## src/rtl/store_bus_sequencer_pkg.sv

```systemverilog
// Shared definitions for the store bus sequencer (package riscv_defines).
// Optional feature macro used by the sequencer: KIANV_MISALIGNED_STORE_EN.
package riscv_defines;

   typedef enum logic [1:0] {
      STORE_OP_SB = 2'b00,
      STORE_OP_SH = 2'b01,
      STORE_OP_SW = 2'b10
   } StoreOp_t;

   typedef enum logic [1:0] {
      SEQ_IDLE   = 2'd0,
      SEQ_ISSUE0 = 2'd1,
      SEQ_ISSUE1 = 2'd2
   } StoreSeqState_t;

   localparam int STORE_TIMEOUT_DEFAULT = 0;

   // Byte-enable pattern of a store before lane shifting; unknown encodings act as SB.
   function automatic logic [3:0] store_base_mask(input StoreOp_t op);
      case (op)
         STORE_OP_SH: return 4'b0011;
         STORE_OP_SW: return 4'b1111;
         default:     return 4'b0001;
      endcase
   endfunction

endpackage

```

## src/rtl/store_bus_sequencer_if.sv

```systemverilog
// Request and data-memory write bus of the store sequencer.
// Handshakes: a request moves on a rising edge with req_valid && req_ready;
// a bus write moves on a rising edge with mem_valid && mem_ready, and
// mem_addr/mem_wdata/mem_wstrb hold steady while mem_valid is high and
// mem_ready is low. dbg_state mirrors the sequencer FSM state.
interface store_bus_sequencer_if;
   import riscv_defines::*;

   logic           req_valid;
   logic           req_ready;
   StoreOp_t       req_op;
   logic [31:0]    req_addr;
   logic [31:0]    req_data;
   logic           mem_valid;
   logic           mem_ready;
   logic [31:0]    mem_addr;
   logic [31:0]    mem_wdata;
   logic [3:0]     mem_wstrb;
   logic           done;
   logic           err_misaligned;
   logic           err_timeout;
   logic           busy;
   StoreSeqState_t dbg_state;

   // Sequencer side: receives requests, drives the write bus and status.
   modport master (
      input  req_valid, req_op, req_addr, req_data, mem_ready,
      output req_ready, mem_valid, mem_addr, mem_wdata, mem_wstrb,
      output done, err_misaligned, err_timeout, busy, dbg_state
   );

   // Environment side: pipeline and memory.
   modport slave (
      output req_valid, req_op, req_addr, req_data, mem_ready,
      input  req_ready, mem_valid, mem_addr, mem_wdata, mem_wstrb,
      input  done, err_misaligned, err_timeout, busy, dbg_state
   );

endinterface

```

## src/rtl/store_bus_sequencer_lane_align.sv

```systemverilog
// store_lane_align: splits a store into one or two word-aligned bus beats.
module store_lane_align
   import riscv_defines::*;
(
   input  StoreOp_t    i_op,
   input  logic [31:0] i_addr,
   input  logic [31:0] i_data,
   output logic [3:0]  o_b0_wstrb,
   output logic [31:0] o_b0_wdata,
   output logic [31:0] o_b0_addr,
   output logic [3:0]  o_b1_wstrb,
   output logic [31:0] o_b1_wdata,
   output logic [31:0] o_b1_addr,
   output logic        o_has_beat1,
   output logic        o_misaligned
);

   logic [1:0]  w_off;
   logic [7:0]  w_mask8;
   logic [63:0] w_data64;

   assign w_off    = i_addr[1:0];
   // Shift across two words so that bytes spilling past the word land in beat1.
   assign w_mask8  = {4'b0000, store_base_mask(i_op)} << w_off;
   assign w_data64 = {32'h0000_0000, i_data} << {w_off, 3'b000};

   assign o_b0_wstrb  = w_mask8[3:0];
   assign o_b0_wdata  = w_data64[31:0];
   assign o_b0_addr   = {i_addr[31:2], 2'b00};
   assign o_b1_wstrb  = w_mask8[7:4];
   assign o_b1_wdata  = w_data64[63:32];
   // Wraps naturally modulo 2^32.
   assign o_b1_addr   = o_b0_addr + 32'd4;
   assign o_has_beat1 = |w_mask8[7:4];

   assign o_misaligned = ((i_op == STORE_OP_SH) && w_off[0]) ||
                         ((i_op == STORE_OP_SW) && (w_off != 2'b00));

endmodule

```

## src/rtl/store_bus_sequencer.sv

```systemverilog
// store_bus_sequencer: puts store operations on the data-memory write bus.
// Macro KIANV_MISALIGNED_STORE_EN enables execution of misaligned stores
// (two beats when crossing a word); without it they are rejected.
module store_bus_sequencer
   import riscv_defines::*;
#(
   parameter int XLEN           = 32,
   parameter int TIMEOUT_CYCLES = STORE_TIMEOUT_DEFAULT
) (
   input  logic                  clk,
   input  logic                  resetn,
   store_bus_sequencer_if.master bus
);

   logic [3:0]      w_b0_wstrb, w_b1_wstrb;
   logic [31:0]     w_b0_wdata, w_b1_wdata, w_b0_addr, w_b1_addr;
   logic            w_has_beat1, w_misaligned;

   store_lane_align u_align (
      .i_op         (bus.req_op),
      .i_addr       (bus.req_addr),
      .i_data       (bus.req_data),
      .o_b0_wstrb   (w_b0_wstrb),
      .o_b0_wdata   (w_b0_wdata),
      .o_b0_addr    (w_b0_addr),
      .o_b1_wstrb   (w_b1_wstrb),
      .o_b1_wdata   (w_b1_wdata),
      .o_b1_addr    (w_b1_addr),
      .o_has_beat1  (w_has_beat1),
      .o_misaligned (w_misaligned)
   );

   StoreSeqState_t  r_state, w_state_nxt;
   logic            r_mem_valid, w_mem_valid_nxt;
   logic [XLEN-1:0] r_mem_addr, w_mem_addr_nxt;
   logic [XLEN-1:0] r_mem_wdata, w_mem_wdata_nxt;
   logic [3:0]      r_mem_wstrb, w_mem_wstrb_nxt;
   logic            r_req_ready, r_busy;
   logic            r_done, w_done_nxt;
   logic            r_err_timeout, w_err_timeout_nxt;
   logic [31:0]     r_tmo_cnt, w_tmo_cnt_nxt;
   logic            w_accept, w_tmo_hit;

   assign w_accept  = bus.req_valid && r_req_ready;
   // Give up on the beat once it has waited TIMEOUT_CYCLES cycles in total.
   assign w_tmo_hit = (TIMEOUT_CYCLES != 0) && (r_tmo_cnt == 32'(TIMEOUT_CYCLES - 1));

`ifdef KIANV_MISALIGNED_STORE_EN
   // Second beat is captured at accept time because req_* may change afterwards.
   logic            r_has_b1;
   logic [31:0]     r_b1_addr, r_b1_wdata;
   logic [3:0]      r_b1_wstrb;
   logic            w_unused_align;
   assign w_unused_align = w_misaligned;
`else
   logic            r_err_mis, w_err_mis_nxt;
   logic            w_unused_align;
   assign w_unused_align = ^{w_b1_addr, w_b1_wdata, w_b1_wstrb, w_has_beat1};
`endif

   // Next-state and next-output decode of the sequencer FSM.
   always_comb begin
      w_state_nxt       = r_state;
      w_mem_valid_nxt   = r_mem_valid;
      w_mem_addr_nxt    = r_mem_addr;
      w_mem_wdata_nxt   = r_mem_wdata;
      w_mem_wstrb_nxt   = r_mem_wstrb;
      w_done_nxt        = 1'b0;
      w_err_timeout_nxt = 1'b0;
      w_tmo_cnt_nxt     = r_tmo_cnt;
`ifndef KIANV_MISALIGNED_STORE_EN
      w_err_mis_nxt     = 1'b0;
`endif
      case (r_state)
         SEQ_IDLE: begin
            if (w_accept) begin
`ifndef KIANV_MISALIGNED_STORE_EN
               if (w_misaligned) begin
                  w_err_mis_nxt = 1'b1;
               end else
`endif
               begin
                  w_state_nxt     = SEQ_ISSUE0;
                  w_mem_valid_nxt = 1'b1;
                  w_mem_addr_nxt  = w_b0_addr;
                  w_mem_wdata_nxt = w_b0_wdata;
                  w_mem_wstrb_nxt = w_b0_wstrb;
                  w_tmo_cnt_nxt   = 32'd0;
               end
            end
         end
         SEQ_ISSUE0, SEQ_ISSUE1: begin
            if (bus.mem_ready) begin
               w_tmo_cnt_nxt = 32'd0;
`ifdef KIANV_MISALIGNED_STORE_EN
               if ((r_state == SEQ_ISSUE0) && r_has_b1) begin
                  w_state_nxt     = SEQ_ISSUE1;
                  w_mem_addr_nxt  = r_b1_addr;
                  w_mem_wdata_nxt = r_b1_wdata;
                  w_mem_wstrb_nxt = r_b1_wstrb;
               end else
`endif
               begin
                  w_state_nxt     = SEQ_IDLE;
                  w_mem_valid_nxt = 1'b0;
                  w_done_nxt      = 1'b1;
               end
            end else if (w_tmo_hit) begin
               // Abandon the store; an already written beat0 is not undone.
               w_state_nxt       = SEQ_IDLE;
               w_mem_valid_nxt   = 1'b0;
               w_err_timeout_nxt = 1'b1;
               w_tmo_cnt_nxt     = 32'd0;
            end else begin
               w_tmo_cnt_nxt = r_tmo_cnt + 32'd1;
            end
         end
         default: begin
            w_state_nxt     = SEQ_IDLE;
            w_mem_valid_nxt = 1'b0;
         end
      endcase
   end

   // State and registered outputs; reset drops the bus request immediately.
   always_ff @(posedge clk or negedge resetn) begin
      if (!resetn) begin
         r_state       <= SEQ_IDLE;
         r_req_ready   <= 1'b1;
         r_busy        <= 1'b0;
         r_mem_valid   <= 1'b0;
         r_mem_addr    <= '0;
         r_mem_wdata   <= '0;
         r_mem_wstrb   <= 4'b0000;
         r_done        <= 1'b0;
         r_err_timeout <= 1'b0;
         r_tmo_cnt     <= 32'd0;
      end else begin
         r_state       <= w_state_nxt;
         r_req_ready   <= (w_state_nxt == SEQ_IDLE);
         r_busy        <= (w_state_nxt != SEQ_IDLE);
         r_mem_valid   <= w_mem_valid_nxt;
         r_mem_addr    <= w_mem_addr_nxt;
         r_mem_wdata   <= w_mem_wdata_nxt;
         r_mem_wstrb   <= w_mem_wstrb_nxt;
         r_done        <= w_done_nxt;
         r_err_timeout <= w_err_timeout_nxt;
         r_tmo_cnt     <= w_tmo_cnt_nxt;
      end
   end

`ifdef KIANV_MISALIGNED_STORE_EN
   // Capture the second beat of an accepted store.
   always_ff @(posedge clk or negedge resetn) begin
      if (!resetn) begin
         r_has_b1   <= 1'b0;
         r_b1_addr  <= 32'd0;
         r_b1_wdata <= 32'd0;
         r_b1_wstrb <= 4'b0000;
      end else if (w_accept) begin
         r_has_b1   <= w_has_beat1;
         r_b1_addr  <= w_b1_addr;
         r_b1_wdata <= w_b1_wdata;
         r_b1_wstrb <= w_b1_wstrb;
      end
   end
   assign bus.err_misaligned = 1'b0;
`else
   // Rejection pulse for misaligned stores.
   always_ff @(posedge clk or negedge resetn) begin
      if (!resetn) r_err_mis <= 1'b0;
      else         r_err_mis <= w_err_mis_nxt;
   end
   assign bus.err_misaligned = r_err_mis;
`endif

   assign bus.req_ready   = r_req_ready;
   assign bus.busy        = r_busy;
   assign bus.mem_valid   = r_mem_valid;
   assign bus.mem_addr    = r_mem_addr;
   assign bus.mem_wdata   = r_mem_wdata;
   assign bus.mem_wstrb   = r_mem_wstrb;
   assign bus.done        = r_done;
   assign bus.err_timeout = r_err_timeout;
   assign bus.dbg_state   = r_state;

endmodule

```

## src/flat_wrapper.sv

```systemverilog
// flat-port wrapper written by rule: the top's interface ports become plain ports
module store_bus_sequencer_flat import riscv_defines::*;
#(
   parameter int XLEN           = 32,
   parameter int TIMEOUT_CYCLES = STORE_TIMEOUT_DEFAULT
)
  (clk, resetn, bus_req_valid, bus_req_op, bus_req_addr, bus_req_data, bus_mem_ready, bus_req_ready, bus_mem_valid, bus_mem_addr, bus_mem_wdata, bus_mem_wstrb, bus_done, bus_err_misaligned, bus_err_timeout, bus_busy, bus_dbg_state);
  store_bus_sequencer_if bus_i ();
  input  logic clk;
  input  logic resetn;
  input wire logic [$bits(bus_i.req_valid)-1:0] bus_req_valid;
  input wire logic [$bits(bus_i.req_op)-1:0] bus_req_op;
  input wire logic [$bits(bus_i.req_addr)-1:0] bus_req_addr;
  input wire logic [$bits(bus_i.req_data)-1:0] bus_req_data;
  input wire logic [$bits(bus_i.mem_ready)-1:0] bus_mem_ready;
  output wire logic [$bits(bus_i.req_ready)-1:0] bus_req_ready;
  output wire logic [$bits(bus_i.mem_valid)-1:0] bus_mem_valid;
  output wire logic [$bits(bus_i.mem_addr)-1:0] bus_mem_addr;
  output wire logic [$bits(bus_i.mem_wdata)-1:0] bus_mem_wdata;
  output wire logic [$bits(bus_i.mem_wstrb)-1:0] bus_mem_wstrb;
  output wire logic [$bits(bus_i.done)-1:0] bus_done;
  output wire logic [$bits(bus_i.err_misaligned)-1:0] bus_err_misaligned;
  output wire logic [$bits(bus_i.err_timeout)-1:0] bus_err_timeout;
  output wire logic [$bits(bus_i.busy)-1:0] bus_busy;
  output wire logic [$bits(bus_i.dbg_state)-1:0] bus_dbg_state;
  assign bus_i.req_valid = bus_req_valid;
  assign bus_i.req_op = bus_req_op;
  assign bus_i.req_addr = bus_req_addr;
  assign bus_i.req_data = bus_req_data;
  assign bus_i.mem_ready = bus_mem_ready;
  assign bus_req_ready = bus_i.req_ready;
  assign bus_mem_valid = bus_i.mem_valid;
  assign bus_mem_addr = bus_i.mem_addr;
  assign bus_mem_wdata = bus_i.mem_wdata;
  assign bus_mem_wstrb = bus_i.mem_wstrb;
  assign bus_done = bus_i.done;
  assign bus_err_misaligned = bus_i.err_misaligned;
  assign bus_err_timeout = bus_i.err_timeout;
  assign bus_busy = bus_i.busy;
  assign bus_dbg_state = bus_i.dbg_state;
  store_bus_sequencer #(.XLEN(XLEN), .TIMEOUT_CYCLES(TIMEOUT_CYCLES)) u_core (.clk(clk), .resetn(resetn), .bus(bus_i));
endmodule
```

## config.mk

```make
export PLATFORM = sky130hd
export DESIGN_NAME = store_bus_sequencer_flat
export DESIGN_NICKNAME = d
export VERILOG_FILES = /design/src/rtl/store_bus_sequencer_pkg.sv /design/src/rtl/store_bus_sequencer_if.sv /design/src/rtl/store_bus_sequencer_lane_align.sv /design/src/rtl/store_bus_sequencer.sv /design/src/flat_wrapper.sv
export SDC_FILE = /design/constraint.sdc
export NUM_CORES = 1
export LEC_CHECK = 0
export CORE_UTILIZATION = 30
export CTS_CLUSTER_DIAMETER = 120
export DETAILED_ROUTE_END_ITERATION = 16
export PLACE_DENSITY = 0.62
export SLEW_MARGIN = 20
export SYNTH_ARGS = -nofsm -noshare
export SYNTH_HDL_FRONTEND = slang
export SYNTH_HIERARCHICAL = 1
export SYNTH_SLANG_ARGS = --single-unit
```

## constraint.sdc

```tcl
create_clock -name clk -period 3.3 [get_ports clk]
set_clock_uncertainty 0.1 [all_clocks]
set_input_delay 0.495 -clock clk [delete_from_list [all_inputs] [get_ports clk]]
set_output_delay 0.495 -clock clk [all_outputs]
set_load 0.05 [all_outputs]
```

## After elaboration in Yosys (flattened, before gate mapping)

Cells that the tools add are included.
W data, S select, Z words.

| operators by class | value |
|---|---|
| reduce and logical (&&, ||, !) cells | 11 |
| shift-type cells | 2 |
| eq/ne operators | 7 |
| bitwise operators | 1 |
| muxes and demuxes | 14 |

Operator list:

| cell | number |
|---|---|
| $shl A32 B5 Y32 | 1 |
| $mux W1 | 8 |
| $pmux W4 S2 | 1 |
| $mux W2 | 3 |
| $reduce_and A3 Y1 | 2 |
| $eq A2 B1 Y1 const B | 2 |
| $eq A2 B2 Y1 const B | 2 |
| $logic_not A2 Y1 | 2 |
| $ne A2 B2 Y1 const B | 2 |
| $pmux W2 S2 | 1 |
| $reduce_bool A2 Y1 | 2 |
| $shl A4 B2 Y4 | 1 |
| $logic_and A1 B1 Y1 | 3 |
| $ne A2 B1 Y1 const B | 1 |
| $pmux W1 S2 | 1 |
| $reduce_or A2 Y1 | 1 |
| $logic_or A1 B1 Y1 | 1 |
| $not A1 Y1 | 1 |

| word-level totals | value |
|---|---|
| word-level logic and storage cells | 44 |
| bits of input ports | 70 |
| bits in registers | 73 |
| output and inout bits | 76 |

## Logic depth before layout (Yosys ltp)

Gate-level depths: netlist of the first run.

| depth | value |
|---|---|
| depth after elaboration | 7 |
| depth in mapped cells | 7 |
| mapped depth without buffers | 7 |

## Cells and area by module

The synthesis of the first run kept the hierarchy.

By module, submodules not included:

| module | sequential area each (sq um) | times used | cells each | area an instance (sq um) |
|---|---|---|---|---|
| store_bus_sequencer | 1878.1 | 1 | 170 | 2905.3 |
| store_lane_align | 0.0 | 1 | 254 | 1700.4 |

## Worst setup path before layout of the first run

OpenSTA, ideal clock, no wires.

| timing | value |
|---|---|
| kind | input port to flip-flop |
| from | input port bus_req_addr[0] |
| to | register u_core.r_mem_addr[10], in the netlist u_core/bus.mem_addr[10] |
| data required time | 3.075 ns |
| path buffers | 3 |
| cell stages on the path | 7 |
| data arrival time | 1.811 ns |
| setup slack | 1.263 ns |
| setup time | 0.125 ns |
| cells stage by stage | buf_2 -> clkbuf_1 -> a21oi_1 -> nor2_1 -> nand4b_4 -> buf_4 -> mux2_4 |

| between the ends | value |
|---|---|
| word-level cells in the longest chain between the ends | 5 |
| elaborated cells on any way between the ends | 6 |
| classes of those cells | 1 x bitwise; 5 x reduce/logical |

Ends and longest elaborated chain:

| item | RTL line | text |
|---|---|---|
| start: declaration | flat_wrapper.sv:13 | `input wire logic [$bits(bus_i.req_addr)-1:0] bus_req_addr;` |
| $reduce_bool A2 Y1 | store_bus_sequencer_lane_align.sv:37 | `((i_op == STORE_OP_SW) && (w_off != 2'b00));` |
| $logic_and A1 B1 Y1 | store_bus_sequencer_lane_align.sv:37 |  |
| $logic_or A1 B1 Y1 (*) | store_bus_sequencer_lane_align.sv:36 | `assign o_misaligned = ((i_op == STORE_OP_SH) && w_off[0]) \|\|` |
| named net u_core.w_misaligned | store_bus_sequencer.sv:17 | `logic w_has_beat1, w_misaligned;` |
| $not A1 Y1 (no line) (*) | -- |  |
| $reduce_and A3 Y1 (no line) (*) | -- |  |
| end signal: assignment | store_bus_sequencer.sv:143 | `r_mem_addr <= w_mem_addr_nxt;` |
| end: declaration | store_bus_sequencer.sv:35 | `logic [XLEN-1:0] r_mem_addr, w_mem_addr_nxt;` |

The timed path passes the listed nets; every way through them passes the cells marked *.
A chain may end at the register's enable or synchronous reset.

## Final worst setup path of the first run

| timing | value |
|---|---|
| from | input port bus_req_op[1] |
| to | register u_core.r_mem_wdata[31], in the netlist u_core/bus.mem_wdata[31] |

| between the ends | value |
|---|---|
| word-level cells in the longest chain between the ends | 5 |
| elaborated cells on any way between the ends | 7 |
| classes of those cells | 2 x eq/ne; 1 x bitwise; 4 x reduce/logical |

Ends and longest elaborated chain:

| item | RTL line | text |
|---|---|---|
| start: declaration | flat_wrapper.sv:12 | `input wire logic [$bits(bus_i.req_op)-1:0] bus_req_op;` |
| $eq A2 B1 Y1 or $eq A2 B2 Y1 (tied branches) | store_bus_sequencer_lane_align.sv:36, store_bus_sequencer_lane_align.sv:37 |  |
| $logic_and A1 B1 Y1 (on tied branches) | store_bus_sequencer_lane_align.sv:36, store_bus_sequencer_lane_align.sv:37 |  |
| $logic_or A1 B1 Y1 (*) | store_bus_sequencer_lane_align.sv:36 |  |
| named net u_core.w_misaligned | store_bus_sequencer.sv:17 |  |
| $not A1 Y1 (no line) (*) | -- |  |
| $reduce_and A3 Y1 (no line) (*) | -- |  |
| end signal: assignment | store_bus_sequencer.sv:144 | `r_mem_wdata <= w_mem_wdata_nxt;` |
| end: declaration | store_bus_sequencer.sv:36 | `logic [XLEN-1:0] r_mem_wdata, w_mem_wdata_nxt;` |

Marked as above.

==> reports/qor.yml, run 1 <==
grt:
  grt_pass1_vias: 2726
  antenna_found_initial: 1
  use_met2_pct: 22.55
  use_met1_pct: 16.08
  grt_use_total_pct: 13.84
  grt_max_degree: 76
  use_met3_pct: 5.420
  busiest_layer: "met2"
  grt_overflow: 0
  grt_pass1_wl_mm: 13.55
drt:
  via_count: 2544
  wire_per_inst_um: 14.60
  drtPass1Iterations: 3
  routed_wl_mm: 8.467
  detail-route-antenna-nets: 0
  drt-initial-drc-count: 81
  drc: 0
  viasPerCell: 4.386
critical_path:
  criticalPathCategory: "in2reg"
  worstPathArrival_ps: 2460
  start_kind: "input pin"
  r2r_slack_ps: 1350
  crit_path_max_fanout: 35
  reg2reg_depth: 5
  r2r-start: "u_core/bus.dbg_state[0]$_DFF_PN0_"
  cp.required_ps: 3420
  rr_endpoint: "u_core/bus.mem_wdata[31]$_DFFE_PN0P_"
  cp-end-kind: "flop"
clock_tree:
  cts-resized-gates: 0
  cts-buffers-inserted: 9
  htreeDepth: 3
  cts-root-buf: "clkbuf_16"
  ctsLongestPathBuffers: 2
  cts_setup_buffers: 0
  clock_latency_ps: 330
  clock-sinks: 75
  cts_hold_buf: 0
  cts_tree: "built"
  cts.clk_slew.worst_paths_ps: 50
floorplan:
  die_w_um: 114.0
  floorplan.initialDensity_pct: 31.04
  design.core.area_mm2: 0.01211
  die_h_um: 114.0
  floorplan.rows: 40
  die-area_mm2: 0.01298
  ios: 146
placement:
  pre_cts_slack_ps: 606.0
  dp_hpwl_mm: 5.903
  port_buffers: 144
  place_congestion: 0.7111
power_and_ir_drop:
  power.density_mw_per_mm2: 1066
  p_leak_nw: 2.370
  peakVddDrop_uv: 433.2
timing:
  rsz0062_at_grt: "no"
  holdWs_ps: 4.648
  timing.fmax_mhz: 426.1
  hold_viol: 0
  tns_ps: 0
  worst_slew_pin_slew_ps: 690.9
  min_period_ps: 2347
  slew_headroom_pct: 53.77
  final_min_period_over_clock_period_pct: 71.13
  setup_violations: 0
  drv_slew: 0
  finalWorstSetupSlack_ps: 952.9
job:
  max_cap_viol_count: 0
yosys:
  syn_area_per_cell_um2: 12.83
  syn_area_mm2: 0.003760
  synthCells: 293
  yosysWarnings: 6
cells_and_area:
  syn_to_final_growth_pct: 42.80
  drive_gt1_share_pct: 22.38
  layout_common_cells: "142 x clkdlybuf4s50_1, 74 x dfrtp_1, 61 x mux2_2"
  layout_commonest_cell: "clkdlybuf4s50_1"
  final_net_count: 481
status:
  outcome: "complete, no violations"
worst_hold_path:
  min_path_type: "in2async"
-- cell type report --
class                      instances  area [um^2]
fill                            1169         6743
sequential                        75         1878
multi-input combinational        165         1494
timing repair buffer             150         1491
clock buffer                      14        264.0
tap                              168        210.2
inverter                           5        18.77
clock inverter                     2        10.01
antenna                            1        2.502
-- power breakdown --
part           total, mW  internal [mW]  leakage [nW]  switching [mW]
Combinational       3.25           1.23          1.31            2.01
Sequential          1.58           1.35         0.920           0.225
Clock              0.901          0.548         0.137           0.353
Total               5.73           3.13          2.37            2.59
-- worst max-delay path, stage by stage --
cell             delay [ps]
clkdlybuf4s50_1         510
ha_1                    200
a21oi_1                  70
nor2_1                  170
nand4b_4                170
buf_4                   430
mux2_2                  390
-- registers in the layout, indices dropped and copies added (netlist names) --
| signal | count |
|---|---|
| u_core/bus.mem_wstrb | 4 |
| u_core/bus.mem_valid | 1 |
| u_core/bus.done | 1 |
| u_core/bus.dbg_state | 2 |
| u_core/bus.mem_addr | 32 |
| u_core/bus.req_ready | 1 |
| u_core/bus.mem_wdata | 32 |
| u_core/bus.err_misaligned | 1 |
| u_core/bus.busy | 1 |
-- layer usage --
| layer | vias up | share of wire (%) |
|---|---|---|
| met2 | 92 | 48 |
| met1 | 1242 | 42 |
| li1 | 1197 | - |
| met5 | - | 0 |
| met4 | 0 | 1.5 |
| met3 | 13 | 8.6 |
-- per-stage QoR --
step           instance area, um^2  utilization [%]  instances  total power, mW
3_5_place_dp                  5072            41.88        562            4.859
5_1_grt                       5366            44.31        579            5.994
6_report                      5369            44.33        580            5.726
2_1_floorplan                 3764                -        294            3.794
3_3_place_gp                  5072            41.88        562            4.821
4_1_cts                       5346            44.14        578            5.802
-- how the worst max path moves through the flow --
| stage | to | cells past startpoint | from |
|---|---|---|---|
| 5_1_grt | u_core/bus.mem_addr[26]$_DFFE_PN0P_ | 8 | bus_req_op[0] |
| 3_5_place_dp | u_core/bus.mem_addr[27]$_DFFE_PN0P_ | 8 | bus_req_op[0] |
| 4_1_cts | u_core/bus.mem_wdata[31]$_DFFE_PN0P_ | 7 | bus_req_op[1] |
| 2_1_floorplan | u_core/bus.mem_addr[10]$_DFFE_PN0P_ | 5 | u_core/bus.dbg_state[1]$_DFF_PN0_ |
| 6_report | u_core/bus.mem_wdata[31]$_DFFE_PN0P_ | 7 | bus_req_op[1] |
| 3_3_place_gp | u_core/bus.mem_wdata[23]$_DFFE_PN0P_ | 7 | bus_req_addr[1] |
Note: power is estimated with default switching activity, not from simulation.
==> inputs of run 2 (changes only) <==
==> constraint.sdc (replaced) <==
create_clock -name clk -period 2.2 [get_ports clk]
set_clock_uncertainty 0.1 [all_clocks]
set_input_delay 0.33 -clock clk [delete_from_list [all_inputs] [get_ports clk]]
set_output_delay 0.33 -clock clk [all_outputs]
set_load 0.05 [all_outputs]
==> reports/qor.yml, run 2 (synthesized netlist as in run 1, its figures left out) <==
status:
  outcome: "complete, no violations"
drt:
  via_count: 2559
  detail-route-antenna-nets: 0
  viasPerCell: 4.359
  drt-initial-drc-count: 90
  wire_per_inst_um: 14.77
  drc: 0
  drtPass1Iterations: 4
  routed_wl_mm: 8.668
critical_path:
  r2r-start: "u_core/bus.dbg_state[0]$_DFF_PN0_"
  cp-end-kind: "output port"
  slowest_delay_ps: 810
  reg2reg_depth: 5
  r2r_slack_ps: 450
  criticalPathCategory: "reg2out"
  crit_family: "buffers and inverters"
  start_kind: "flop"
  crit_chain: "clkdlybuf4s50_1"
  rr_endpoint: "u_core/bus.mem_addr[27]$_DFFE_PN0P_"
  crit_buf_inv: 1
  crit_path_max_fanout: 4
  crit_slowest_cell: "clkdlybuf4s50_1"
  cp.required_ps: 1770
  worstPathArrival_ps: 1720
floorplan:
  die-area_mm2: 0.01298
  floorplan.initialDensity_pct: 31.04
  floorplan.rows: 40
  design.core.area_mm2: 0.01211
  ios: 146
  die_h_um: 114.0
  die_w_um: 114.0
placement:
  port_buffers: 144
  place_congestion: 0.7312
  dp_hpwl_mm: 6.315
cells_and_area:
  diodes: 0
  layout_commonest_cell: "clkdlybuf4s50_1"
  drive_gt1_share_pct: 23.63
  seq_area_mm2: 0.001878
  syn_to_final_growth_pct: 46.29
  multiInputGateArea_mm2: 0.001494
  nFillCells: 1178
  layout_common_cells: "142 x clkdlybuf4s50_1, 74 x dfrtp_1, 61 x mux2_2"
  final_net_count: 489
clock_tree:
  htreeDepth: 3
  ctsLongestPathBuffers: 2
  cts.clk_slew.worst_paths_ps: 50
  clock-sinks: 75
  cts-buffers-inserted: 9
  cts_hold_buf: 1
  clock_latency_ps: 340
  cts-root-buf: "clkbuf_16"
  cts-resized-gates: 0
  cts_setup_buffers: 0
  cts_tree: "built"
timing:
  rsz0062_at_grt: "no"
  worst_slew_pin_slew_ps: 633.6
  setup_violations: 0
  timing.fmax_mhz: 465.2
  hold_viol: 0
  slew_headroom_pct: 57.60
  final_min_period_over_clock_period_pct: 97.71
  drv_slew: 0
  min_period_ps: 2150
  tns_ps: 0
worst_hold_path:
  hold_path_depth: 1
  min_path_type: "reg2reg"
  min_from: "u_core/bus.mem_valid$_DFFE_PN0P_"
  hold_end: "u_core/bus.mem_valid$_DFFE_PN0P_"
power_and_ir_drop:
  p_leak_nw: 2.438
  power.density_mw_per_mm2: 1600
  peakVddDrop_uv: 833.4
  finalPower_mw: 8.799
grt:
  antenna_found_initial: 0
  grt_pass1_wl_mm: 14.03
  grt_overflow: 0
  grt_pass1_vias: 2816
  grt_max_degree: 40
  grt_use_total_pct: 14.19
job:
  max_cap_viol_count: 0
[run 2: area by class of cell]
class                      count  share of cell area, %
clock buffer                  15                  5.050
clock inverter                 1                 0.5460
inverter                       5                 0.3412
multi-input combinational    165                  27.16
sequential                    75                  34.14
tap                          168                  3.822
timing repair buffer         158                  28.94
[run 2: through the flow]
stage | util (%) | setup slack (ps) | std cells | hold slack [ps] | instance area, um^2
6_report | 45.41 | 50.44 | 587 | 388.4 | 5500
5_1_grt | 45.41 | 2.409 | 587 | 418.5 | 5500
4_1_cts | 45.41 | 22.35 | 587 | 392.7 | 5500
3_5_place_dp | 42.79 | -103.0 | 570 | 240.3 | 5182
3_3_place_gp | 42.79 | -76.00 | 570 | 255.6 | 5182
2_1_floorplan | - | 272.0 | 294 | -65.59 | 3764
[run 2: how the worst max path moves through the flow]
stage,from,end,slack (ps),cells past startpoint
2_1_floorplan,u_core/bus.dbg_state[1]$_DFF_PN0_,u_core/bus.mem_addr[10]$_DFFE_PN0P_,270,5
3_3_place_gp,bus_req_op[0],u_core/bus.mem_addr[5]$_DFFE_PN0P_,-80,8
3_5_place_dp,bus_req_op[1],u_core/bus.mem_addr[19]$_DFFE_PN0P_,-100,7
4_1_cts,u_core/bus.req_ready$_DFF_PN1_,bus_req_ready,20,1
5_1_grt,u_core/bus.req_ready$_DFF_PN1_,bus_req_ready,2,1
6_report,u_core/bus.req_ready$_DFF_PN1_,bus_req_ready,50,1
[run 2: power by group]
part	total (mW)	switching [mW]	internal (mW)
Combinational	4.92	3.03	1.89
Clock	1.51	0.536	0.972
Sequential	2.37	0.343	2.03
Total	8.80	3.91	4.89
[run 2: layer usage]
metal	global-route usage, %	part of all wire [%]	routed length [um]
met1	16.29	41	3530
met2	23.88	49	4271
met3	6.217	8.8	766
met4	4.156	1.2	100
met5	0	0	0
==> inputs of run 3 (changes only) <==
--- a/config.mk
+++ b/config.mk
@@ -6,6 +6,7 @@
 export NUM_CORES = 1
 export LEC_CHECK = 0
 export CORE_UTILIZATION = 30
+export CTS_BUF_LIST = sky130_fd_sc_hd__clkbuf_16
 export CTS_CLUSTER_DIAMETER = 120
 export DETAILED_ROUTE_END_ITERATION = 16
 export PLACE_DENSITY = 0.62
==> constraint.sdc (replaced) <==
create_clock -name clk -period 2 [get_ports clk]
set_clock_uncertainty 0.1 [all_clocks]
set_input_delay 0.3 -clock clk [delete_from_list [all_inputs] [get_ports clk]]
set_output_delay 0.3 -clock clk [all_outputs]
set_load 0.05 [all_outputs]
==> reports/qor.yml, run 3 (synthesized netlist as in run 1, its figures left out) <==
status:
  outcome: "complete, no violations"
cells_and_area:
  layout_commonest_cell: "clkdlybuf4s50_1"
  final_net_count: 495
  layout_common_cells: "137 x clkdlybuf4s50_1, 74 x dfrtp_1, 61 x mux2_2"
  layout.cells.non_filler: 594
  syn_to_final_growth_pct: 48.39
  drive_gt1_share_pct: 25.18
  nFillCells: 1155
timing:
  worst_slew_pin_slew_ps: 562.8
  final_min_period_over_clock_period_pct: 97.12
  tns_ps: 0
  slew_headroom_pct: 62.34
  rsz0062_at_grt: "no"
  min_period_ps: 1942
  timing.fmax_mhz: 514.8
  setup_violations: 0
  drv_slew: 0
  hold_viol: 0
clock_tree:
  cts_tree: "built"
  cts-buffers-inserted: 9
  htreeDepth: 3
  clock-sinks: 75
  clock_latency_ps: 330
  cts-root-buf: "clkbuf_16"
  ctsLongestPathBuffers: 2
  cts.clk_slew.worst_paths_ps: 60
critical_path:
  worstPathArrival_ps: 1540
  r2r_slack_ps: 210
  criticalPathCategory: "reg2out"
  cp.required_ps: 1600
  reg2reg_depth: 6
  rr_endpoint: "u_core/bus.mem_wstrb[0]$_DFFE_PN0P_"
  crit_family: "buffers and inverters"
  crit_slowest_cell: "clkdlybuf4s50_1"
  cp.depth: 1
  cp-end-kind: "output port"
  crit_chain: "clkdlybuf4s50_1"
  r2r-start: "u_core/bus.dbg_state[0]$_DFF_PN0_"
  slowest_delay_ps: 820
  crit_buf_inv: 1
  start_kind: "flop"
  crit_path_max_fanout: 4
placement:
  placedCellCount: 568
  dp_hpwl_mm: 6.213
  port_buffers: 144
  place_congestion: 0.7301
grt:
  grt_pass1_wl_mm: 14.16
  grt_pass1_vias: 2799
  grt_overflow: 0
  grt_use_total_pct: 14.29
  grt_max_degree: 39
  antenna_found_initial: 1
worst_hold_path:
  min_path_type: "in2async"
drt:
  wire_per_inst_um: 15.89
  drt-initial-drc-count: 82
  viasPerCell: 4.397
  routed_wl_mm: 9.437
  detail-route-antenna-nets: 0
  drc: 0
  drtPass1Iterations: 4
  via_count: 2612
power_and_ir_drop:
  p_leak_nw: 2.509
  peakVddDrop_uv: 959.5
  power.density_mw_per_mm2: 1721
  finalPower_mw: 9.601
floorplan:
  die_h_um: 114.0
  floorplan.initialDensity_pct: 31.04
  floorplan.rows: 40
  design.core.area_mm2: 0.01211
  ios: 146
  die-area_mm2: 0.01298
  die_w_um: 114.0
job:
  max_cap_viol_count: 0
run 3: stage by stage:
step | worst slack [ps] | cell area, um^2 | hold slack (ps) | utilization (%)
detailed placement | -281.1 | 5155 | 120.7 | 42.56
global route | 0.9848 | 5577 | 319.0 | 46.04
CTS | 34.31 | 5416 | 294.6 | 44.72
global placement | -231.6 | 5155 | 115.7 | 42.56
finish | 57.56 | 5579 | 303.7 | 46.06
floorplan | 71.99 | 3764 | -95.59 | -
run 3: where the power goes:
group / total [mW] / switching (mW) / internal, mW
combinational: 5.59 / 3.40 / 2.20
clock: 1.40 / 0.588 / 0.808
sequential: 2.61 / 0.381 / 2.23
run 3: routing by layer:
| layer | up-vias | part of all wire [%] | GRT usage (%) |
|---|---|---|---|
| li1 | 1224 | - | - |
| met1 | 1276 | 42 | 16.45 |
| met2 | 101 | 49 | 23.76 |
| met3 | 11 | 7.7 | 4.995 |
| met4 | 0 | 1.8 | 6.753 |
| met5 | - | 0 | 0 |
run 3: repair_timing:
item / in CTS / in global routing
setup endpoints to repair: 0 / 66
resized for setup: 0 / 2
buffers inserted: 0 / 2
hold endpoints to repair: 21 / 0
hold buffers: 1 / 0
run 3: worst max-delay path by stage:
stage / to / startpoint
final: bus_dbg_state[1] / u_core/bus.dbg_state[1]$_DFF_PN0_
after global routing: u_core/bus.mem_addr[16]$_DFFE_PN0P_ / bus_req_op[1]
after CTS: bus_dbg_state[1] / u_core/bus.dbg_state[1]$_DFF_PN0_
after detailed placement: u_core/bus.mem_wdata[21]$_DFFE_PN0P_ / bus_req_op[1]
after global placement: u_core/bus.mem_addr[5]$_DFFE_PN0P_ / bus_req_op[0]
after floorplan: u_core/bus.mem_addr[10]$_DFFE_PN0P_ / u_core/bus.dbg_state[1]$_DFF_PN0_
run 3: final cells by class:
type | instances | area [um^2] | share of cell area (%)
Antenna cell | 1 | 2.502 | 0.04485
Clock buffer | 9 | 225.2 | 4.037
Clock inverter | 7 | 26.28 | 0.4710
Inverter | 5 | 18.77 | 0.3364
Multi-Input combinational cell | 165 | 1496 | 26.82
Sequential cell | 75 | 1878 | 33.66
Tap cell | 168 | 210.2 | 3.768
Timing Repair Buffer | 164 | 1722 | 30.86
run 3: worst register-to-register path: cells and delay by family (launching register included):
kind          cells  cell delay (ps)
mux               1              340
buf+inv           3              410
fa+ha+maj         1              290
simple gates      1              140
flops             1              400
